$ cat src/rtl/cache_pkg.sv
// Shared widths, FSM encoding and address helpers for the direct-mapped instruction cache.
package cache_pkg;

   localparam int WORD_SIZE  = 16;
   localparam int LINE_WORDS = 4;
   localparam int NUM_LINES  = 4;
   localparam int OFFSET_W   = $clog2(LINE_WORDS);
   localparam int INDEX_W    = $clog2(NUM_LINES);
   localparam int TAG_W      = WORD_SIZE - OFFSET_W - INDEX_W;
   localparam int CNT_W      = 16;

   typedef enum logic {
      IDLE = 1'b0,
      FILL = 1'b1
   } fill_state_t;

   // Line-aligned address: the offset bits forced to zero.
   function automatic logic [WORD_SIZE-1:0] line_base(input logic [WORD_SIZE-1:0] addr);
      return {addr[WORD_SIZE-1:OFFSET_W], {OFFSET_W{1'b0}}};
   endfunction

endpackage

$ cat src/rtl/icache_line_store.sv
// Data/tag/valid storage for the instruction cache: combinational read, word-wise fill write,
// single-cycle invalidate of every line. Only the valid bits are reset.
module icache_line_store
   import cache_pkg::*;
(
   input  logic                 Clk,
   input  logic                 Reset_N,
   input  logic [INDEX_W-1:0]   rd_index,
   input  logic [OFFSET_W-1:0]  rd_offset,
   output logic [WORD_SIZE-1:0] rd_data,
   output logic [TAG_W-1:0]     rd_tag,
   output logic                 rd_valid,
   input  logic                 wr_en,
   input  logic [INDEX_W-1:0]   wr_index,
   input  logic [OFFSET_W-1:0]  wr_offset,
   input  logic [WORD_SIZE-1:0] wr_data,
   input  logic                 tag_wr_en,
   input  logic [TAG_W-1:0]     tag_wr_data,
   input  logic                 set_valid,
   input  logic                 inv_all
);

   logic [WORD_SIZE-1:0] data_mem [0:NUM_LINES-1][0:LINE_WORDS-1];
   logic [TAG_W-1:0]     tag_mem  [0:NUM_LINES-1];
   logic [NUM_LINES-1:0] valid_q;

   assign rd_data  = data_mem[rd_index][rd_offset];
   assign rd_tag   = tag_mem[rd_index];
   assign rd_valid = valid_q[rd_index];

   always_ff @(posedge Clk) begin
      if (wr_en) data_mem[wr_index][wr_offset] <= wr_data;
      if (tag_wr_en) tag_mem[wr_index] <= tag_wr_data;
   end

   // Invalidate takes priority over a line completing in the same cycle.
   always_ff @(posedge Clk or negedge Reset_N) begin
      if (!Reset_N)       valid_q <= '0;
      else if (inv_all)   valid_q <= '0;
      else if (set_valid) valid_q[wr_index] <= 1'b1;
   end

endmodule

$ cat src/rtl/instruction_cache.sv
// Direct-mapped read-only instruction cache: combinational hit path, stall on miss,
// word-serial line fill from instruction memory, and hit/miss statistics.
module instruction_cache
   import cache_pkg::*;
(
   input  logic                 Clk,
   input  logic                 Reset_N,
   input  logic                 ReadReq,
   input  logic [WORD_SIZE-1:0] PCIn,
   input  logic                 InvalidateAll,
   output logic [WORD_SIZE-1:0] InstructionOut,
   output logic                 InstCacheMiss,
   output logic                 MemReq,
   output logic [WORD_SIZE-1:0] MemAddr,
   input  logic                 MemValid,
   input  logic [WORD_SIZE-1:0] MemData,
   output logic [CNT_W-1:0]     HitCount,
   output logic [CNT_W-1:0]     MissCount
);

   fill_state_t          state, state_nxt;
   logic [OFFSET_W-1:0]  fill_cnt;
   logic                 discard;

   logic [OFFSET_W-1:0]  pc_offset;
   logic [INDEX_W-1:0]   pc_index;
   logic [TAG_W-1:0]     pc_tag;
   logic [INDEX_W-1:0]   fill_index;
   logic [TAG_W-1:0]     fill_tag;

   logic [WORD_SIZE-1:0] rd_data;
   logic [TAG_W-1:0]     rd_tag;
   logic                 rd_valid;

   logic                 hit;
   logic                 start_fill;
   logic                 fill_beat;
   logic                 fill_last;

   assign pc_offset  = PCIn[OFFSET_W-1:0];
   assign pc_index   = PCIn[OFFSET_W +: INDEX_W];
   assign pc_tag     = PCIn[WORD_SIZE-1 -: TAG_W];
   assign fill_index = MemAddr[OFFSET_W +: INDEX_W];
   assign fill_tag   = MemAddr[WORD_SIZE-1 -: TAG_W];

   // Lookups are only honoured in IDLE so a half-written line is never served.
   assign hit        = (state == IDLE) && rd_valid && (rd_tag == pc_tag);
   assign start_fill = (state == IDLE) && ReadReq && !hit;
   assign fill_beat  = (state == FILL) && MemValid;
   assign fill_last  = fill_beat && (fill_cnt == OFFSET_W'(LINE_WORDS - 1));

   icache_line_store u_line_store (
      .Clk         (Clk),
      .Reset_N     (Reset_N),
      .rd_index    (pc_index),
      .rd_offset   (pc_offset),
      .rd_data     (rd_data),
      .rd_tag      (rd_tag),
      .rd_valid    (rd_valid),
      .wr_en       (fill_beat),
      .wr_index    (fill_index),
      .wr_offset   (fill_cnt),
      .wr_data     (MemData),
      .tag_wr_en   (fill_last),
      .tag_wr_data (fill_tag),
      .set_valid   (fill_last && !discard && !InvalidateAll),
      .inv_all     (InvalidateAll)
   );

   always_ff @(posedge Clk or negedge Reset_N) begin
      if (!Reset_N) state <= IDLE;
      else          state <= state_nxt;
   end

   always_comb begin
      state_nxt = state;
      case (state)
         IDLE:    if (start_fill) state_nxt = FILL;
         FILL:    if (fill_last)  state_nxt = IDLE;
         default: state_nxt = IDLE;
      endcase
   end

   always_comb begin
      MemReq         = (state == FILL);
      InstCacheMiss  = ReadReq && !hit;
      InstructionOut = (ReadReq && hit) ? rd_data : '0;
   end

   // An invalidate seen mid-fill must also cover the line still being filled.
   always_ff @(posedge Clk or negedge Reset_N) begin
      if (!Reset_N) begin
         fill_cnt  <= '0;
         discard   <= 1'b0;
         MemAddr   <= '0;
         HitCount  <= '0;
         MissCount <= '0;
      end else begin
         if (start_fill) begin
            fill_cnt  <= '0;
            discard   <= 1'b0;
            MemAddr   <= line_base(PCIn);
            MissCount <= MissCount + 1'b1;
         end else begin
            if (fill_beat) fill_cnt <= fill_cnt + 1'b1;
            if ((state == FILL) && InvalidateAll) discard <= 1'b1;
         end
         if (ReadReq && hit) HitCount <= HitCount + 1'b1;
      end
   end

endmodule

$ cat config.mk
export PLATFORM = sky130hd
export DESIGN_NAME = instruction_cache
export DESIGN_NICKNAME = d
export VERILOG_FILES = /design/src/rtl/cache_pkg.sv /design/src/rtl/icache_line_store.sv /design/src/rtl/instruction_cache.sv
export SDC_FILE = /design/constraint.sdc
export NUM_CORES = 1
export LEC_CHECK = 0
export CAP_MARGIN = 25
export CORE_MARGIN = 2
export CORE_UTILIZATION = 45
export CTS_CLUSTER_SIZE = 24
export DETAILED_ROUTE_END_ITERATION = 8
export SKIP_CTS_REPAIR_TIMING = 1
export SYNTH_ARGS = -nofsm -noshare
export SYNTH_HDL_FRONTEND = slang
export SYNTH_SLANG_ARGS = --single-unit
$ cat constraint.sdc
create_clock -name Clk -period 4.4 [get_ports Clk]
set_input_delay 0.66 -clock Clk [delete_from_list [all_inputs] [get_ports Clk]]
set_output_delay 0.66 -clock Clk [all_outputs]
set_load 0.01 [all_outputs]
==> key figures <==
Run status
  • Status: completed

Yosys
  • Dominant synthesized flop cell: edfxtp_1
  • Seq/Total Area, Yosys: 0.737
  • Yosys warning count: 0
  • Synth Register Bits: around 360
  • Synthesized area: 14,200 µm²
  • EDFF count, synth: roughly 300
  • Syn Area/Cell: about 20 µm²
  • Yosys cell types: 40
  • Async SR Flop Fraction: 0.151
  • Most area-hungry cell type in the Yosys netlist: edfxtp_1
  • Synthesized instance count: 704
  • Top-area cell type share of the netlist area: 0.642
  • Top post-synthesis cells by area: edfxtp_1 64%, mux4_2 14%, dfrtp_1 9.5%

Cells and area
  • Nets: about 900
  • Share of cells above drive strength 1: 0.222
  • Filler cell count: ~2,400
  • P&R area growth vs syn: 19.7%
  • Final Cell Area: between 15,000 and 20,000 µm²
  • Ant diodes: 0

STA
  • Tmin final: 3900 ps
  • Relative slew margins: 0.366
  • Unrepaired setup endpoints after global routing: no
  • Fmax: ~260 MHz
  • Worst Skew: between 15 and 20 ps
  • Final worst path period share: 0.886
  • Hold slack: a little under 90 ps
  • Total Neg Setup Slack: 0 ps
  • Slew @ Worst Pin: roughly 950 ps
  • Final setup fails: 0
  • Fin. Hold Viols: 0
  • Slew Limit Fails: 0

Critical path
  • Setup crit end kind: output port
  • R2R Path End: MemAddr[5]$_DFFE_PN0P_
  • Crit path launch type: input port
  • Worst Path Arrival: 3240 ps
  • Worst-path fanout max: 16
  • Worst R2R Path Depth: 8
  • R2r setup slk: between 1500 and 2000 ps
  • Critical R2R Launch: u_line_store.tag_mem[0][2]$_DFFE_PP_
  • Worst Path Required: 3740 ps
  • Crit path kind: input port to output port
  • CP endpoint: InstructionOut[15]
  • Crit path launch: PCIn[2]

Clock tree
  • Total CTS buffers: 38
  • CTS tree: built
  • Insertion delay to the later sink of the worst-skew pair: 530 ps
  • Clock slew seen by the registers of the worst setup and hold paths: ~50 ps
  • TritonCTS Sinks: about 360
  • Clk root buf: clkbuf_16
  • CTS Buffer Depth: 3
  • H-tree levels: 2

Floorplanning
  • Die Span Y: approximately 180 µm
  • IO Count: about 100
  • # rows: 65
  • Die X: 182 µm
  • Core region area: 31,300 µm²
  • Die Area: between 30,000 and 40,000 µm²
  • Initial core utilization: 0.454

Global routing
  • Vias in the first global route: ~7,500
  • Overflow after GRT: 0
  • GRT Overall Usage: 0.188
  • First-pass GRT wire length: between 40,000 and 50,000 µm
  • Largest net degree at the start of global routing: 65
  • Initial antenna violation count: 0

Placement
  • DP Area: 15,800 µm²
  • DP Wirelength: 17,800 µm
  • Port-buffer cells: 100
  • Gpl congestion: 0.773

Pwr
  • Leak: between 5 and 6 nW
  • Psw: 2.04 mW
  • Pint: 6.36 mW
  • Sequential power share: 0.513
  • Maximum VDD drop: between 0.5 and 0.6 mV
  • Pwr per Cell Area: 494 nW/µm²
  • Switching portion of total power: 0.242
  • Clock share of power: 0.358
  • Power, Total: approximately 8.4 mW
  • Comb pwr share: 0.129

Detailed routing
  • Vias/cell: 5.50
  • DR pass1 iterations: 7
  • Initial DRC Count: between 400 and 500
  • DR WL/cell: 23.7 µm
  • Routed Antenna Nets: 0
  • DR vias: about 7,000
  • Post-Route WL: slightly above 30,000 µm
  • DRC Markers: 0

Min path
  • Worst hold path class: input port to asynchronous set/reset pin

Flow run
  • Max-cap check violation count: 0
-- synth_stat cells, types with 2 or more instances --
cell type and n:
a31o_1 2, and3_1 10, buf_1 9, buf_2 10
buf_4 4, buf_6 2, clkbuf_1 11, dfrtp_1 54
edfxtp_1 304, ha_1 6, inv_1 5, mux2_1 8
mux2_4 8, mux2i_1 5, mux4_2 89, nand2_1 12
nand2b_1 4, nand3_1 22, nand4_1 10, nor2_1 29
nor2b_1 19, nor3_1 11, nor3b_1 3, nor4_1 4
o211ai_1 2, xnor2_1 28, xor2_1 20
-- metrics by stage --
stage	setup slack (ps)	instances	util
3_5_place_dp	482	1204	0.506
6_report	503	1273	0.544
4_1_cts	474	1273	0.544
5_1_grt	342	1273	0.544
2_1_floorplan	866	705	-
3_3_place_gp	503	1204	0.506
-- critical path, stage by stage --
cell and delay, ps:
buf_4 250, mux4_2 550, xnor2_1 250, nand4_1 130
a211oi_1 290, nand3_1 170, buf_4 230, nor2b_1 150
clkdlybuf4s50_1 550
-- logic make-up (layout without fill, tap and decap cells) --
kind of cell / count (synthesis) / count (layout) / synth area share
xor+xnor: 48 / 48 / 0.0296
fa+ha+maj: 6 / 6 / 0.00528
other cells: 1 / 2 / 0.000264
compound gates: 13 / 13 / 0.00845
simple gates: 127 / 127 / 0.0462
buf+inv: 41 / 207 / 0.0138
mux: 110 / 110 / 0.159
flops: 358 / 358 / 0.737
-- sequential cells by signal, indices dropped and copies added (netlist names) --
signal and count:
u_line_store.data_mem 256, MissCount 16, discard 1, u_line_store.tag_mem 48
MemReq 1, u_line_store.valid_q 4, HitCount 16, fill_cnt 2
MemAddr 14
-- power by group through the flow --
| stage | Combinational [mW] | Clock (mW) | Sequential, mW |
|---|---|---|---|
| after detailed placement | 1.09 | 0 | 4.38 |
| final | 1.08 | 3.01 | 4.31 |
| after global placement | 1.07 | 0 | 4.35 |
| after floorplan | 0.563 | 0 | 4.33 |
| after CTS | 1.10 | 3.09 | 4.31 |
| after global routing | 1.16 | 3.22 | 4.35 |
-- worst min path at each step --
stage | end | startpoint | cells after the start
6_report | HitCount[11]$_DFFE_PN0P_ | Reset_N | 1
5_1_grt | HitCount[12]$_DFFE_PN0P_ | Reset_N | 1
4_1_cts | HitCount[6]$_DFFE_PN0P_ | Reset_N | 1
3_5_place_dp | MissCount[15]$_DFFE_PN0P_ | MissCount[15]$_DFFE_PN0P_ | 1
3_3_place_gp | MissCount[15]$_DFFE_PN0P_ | MissCount[15]$_DFFE_PN0P_ | 1
2_1_floorplan | HitCount[0]$_DFFE_PN0P_ | Reset_N | 0
-- routing by layer --
| layer | track usage | wire length (µm) |
|---|---|---|
| met3 | 0.0329 | 1700 |
| met4 | 0.0553 | 661 |
| met5 | 0 | 0 |
| met1 | 0.245 | 12100 |
| met2 | 0.326 | 15700 |
-- layout by cell type (no fill, tap or decap), types with 2 or more instances in the layout --
cell type,synthesis,final
ha_1,6,6
nor2b_1,19,18
clkinv_2,0,7
mux2_1,8,8
mux2i_1,5,5
clkbuf_16,0,39
clkdlybuf4s50_1,0,97
and3_1,10,10
edfxtp_1,304,304
buf_12,0,2
nand3_1,22,22
conb_1,1,2
nor4_1,4,4
nor3b_1,3,3
dfrtp_1,54,54
clkinv_1,0,7
nor2_2,0,3
o211ai_1,2,2
nor3_1,11,7
a31o_1,2,2
xor2_1,20,20
inv_1,5,5
nand2b_1,4,4
mux4_2,89,89
clkinv_8,0,2
mux2_4,8,8
nor2_1,29,26
buf_4,4,33
bufinv_16,0,2
xnor2_1,28,28
nand4_1,10,10
nand2_1,12,12
nor3_2,0,4
clkbuf_1,11,11
-- layout make-up --
type,count,area [µm²],area share
tap,402,503,0.0296
clock buffer,50,1020,0.0598
clock inverter,19,161,0.00948
sequential,358,10500,0.616
multi-input combinational,306,3570,0.210
timing repair buffer,133,1260,0.0743
inverter,5,18.8,0.00110
(Power assumes the default switching activity.)
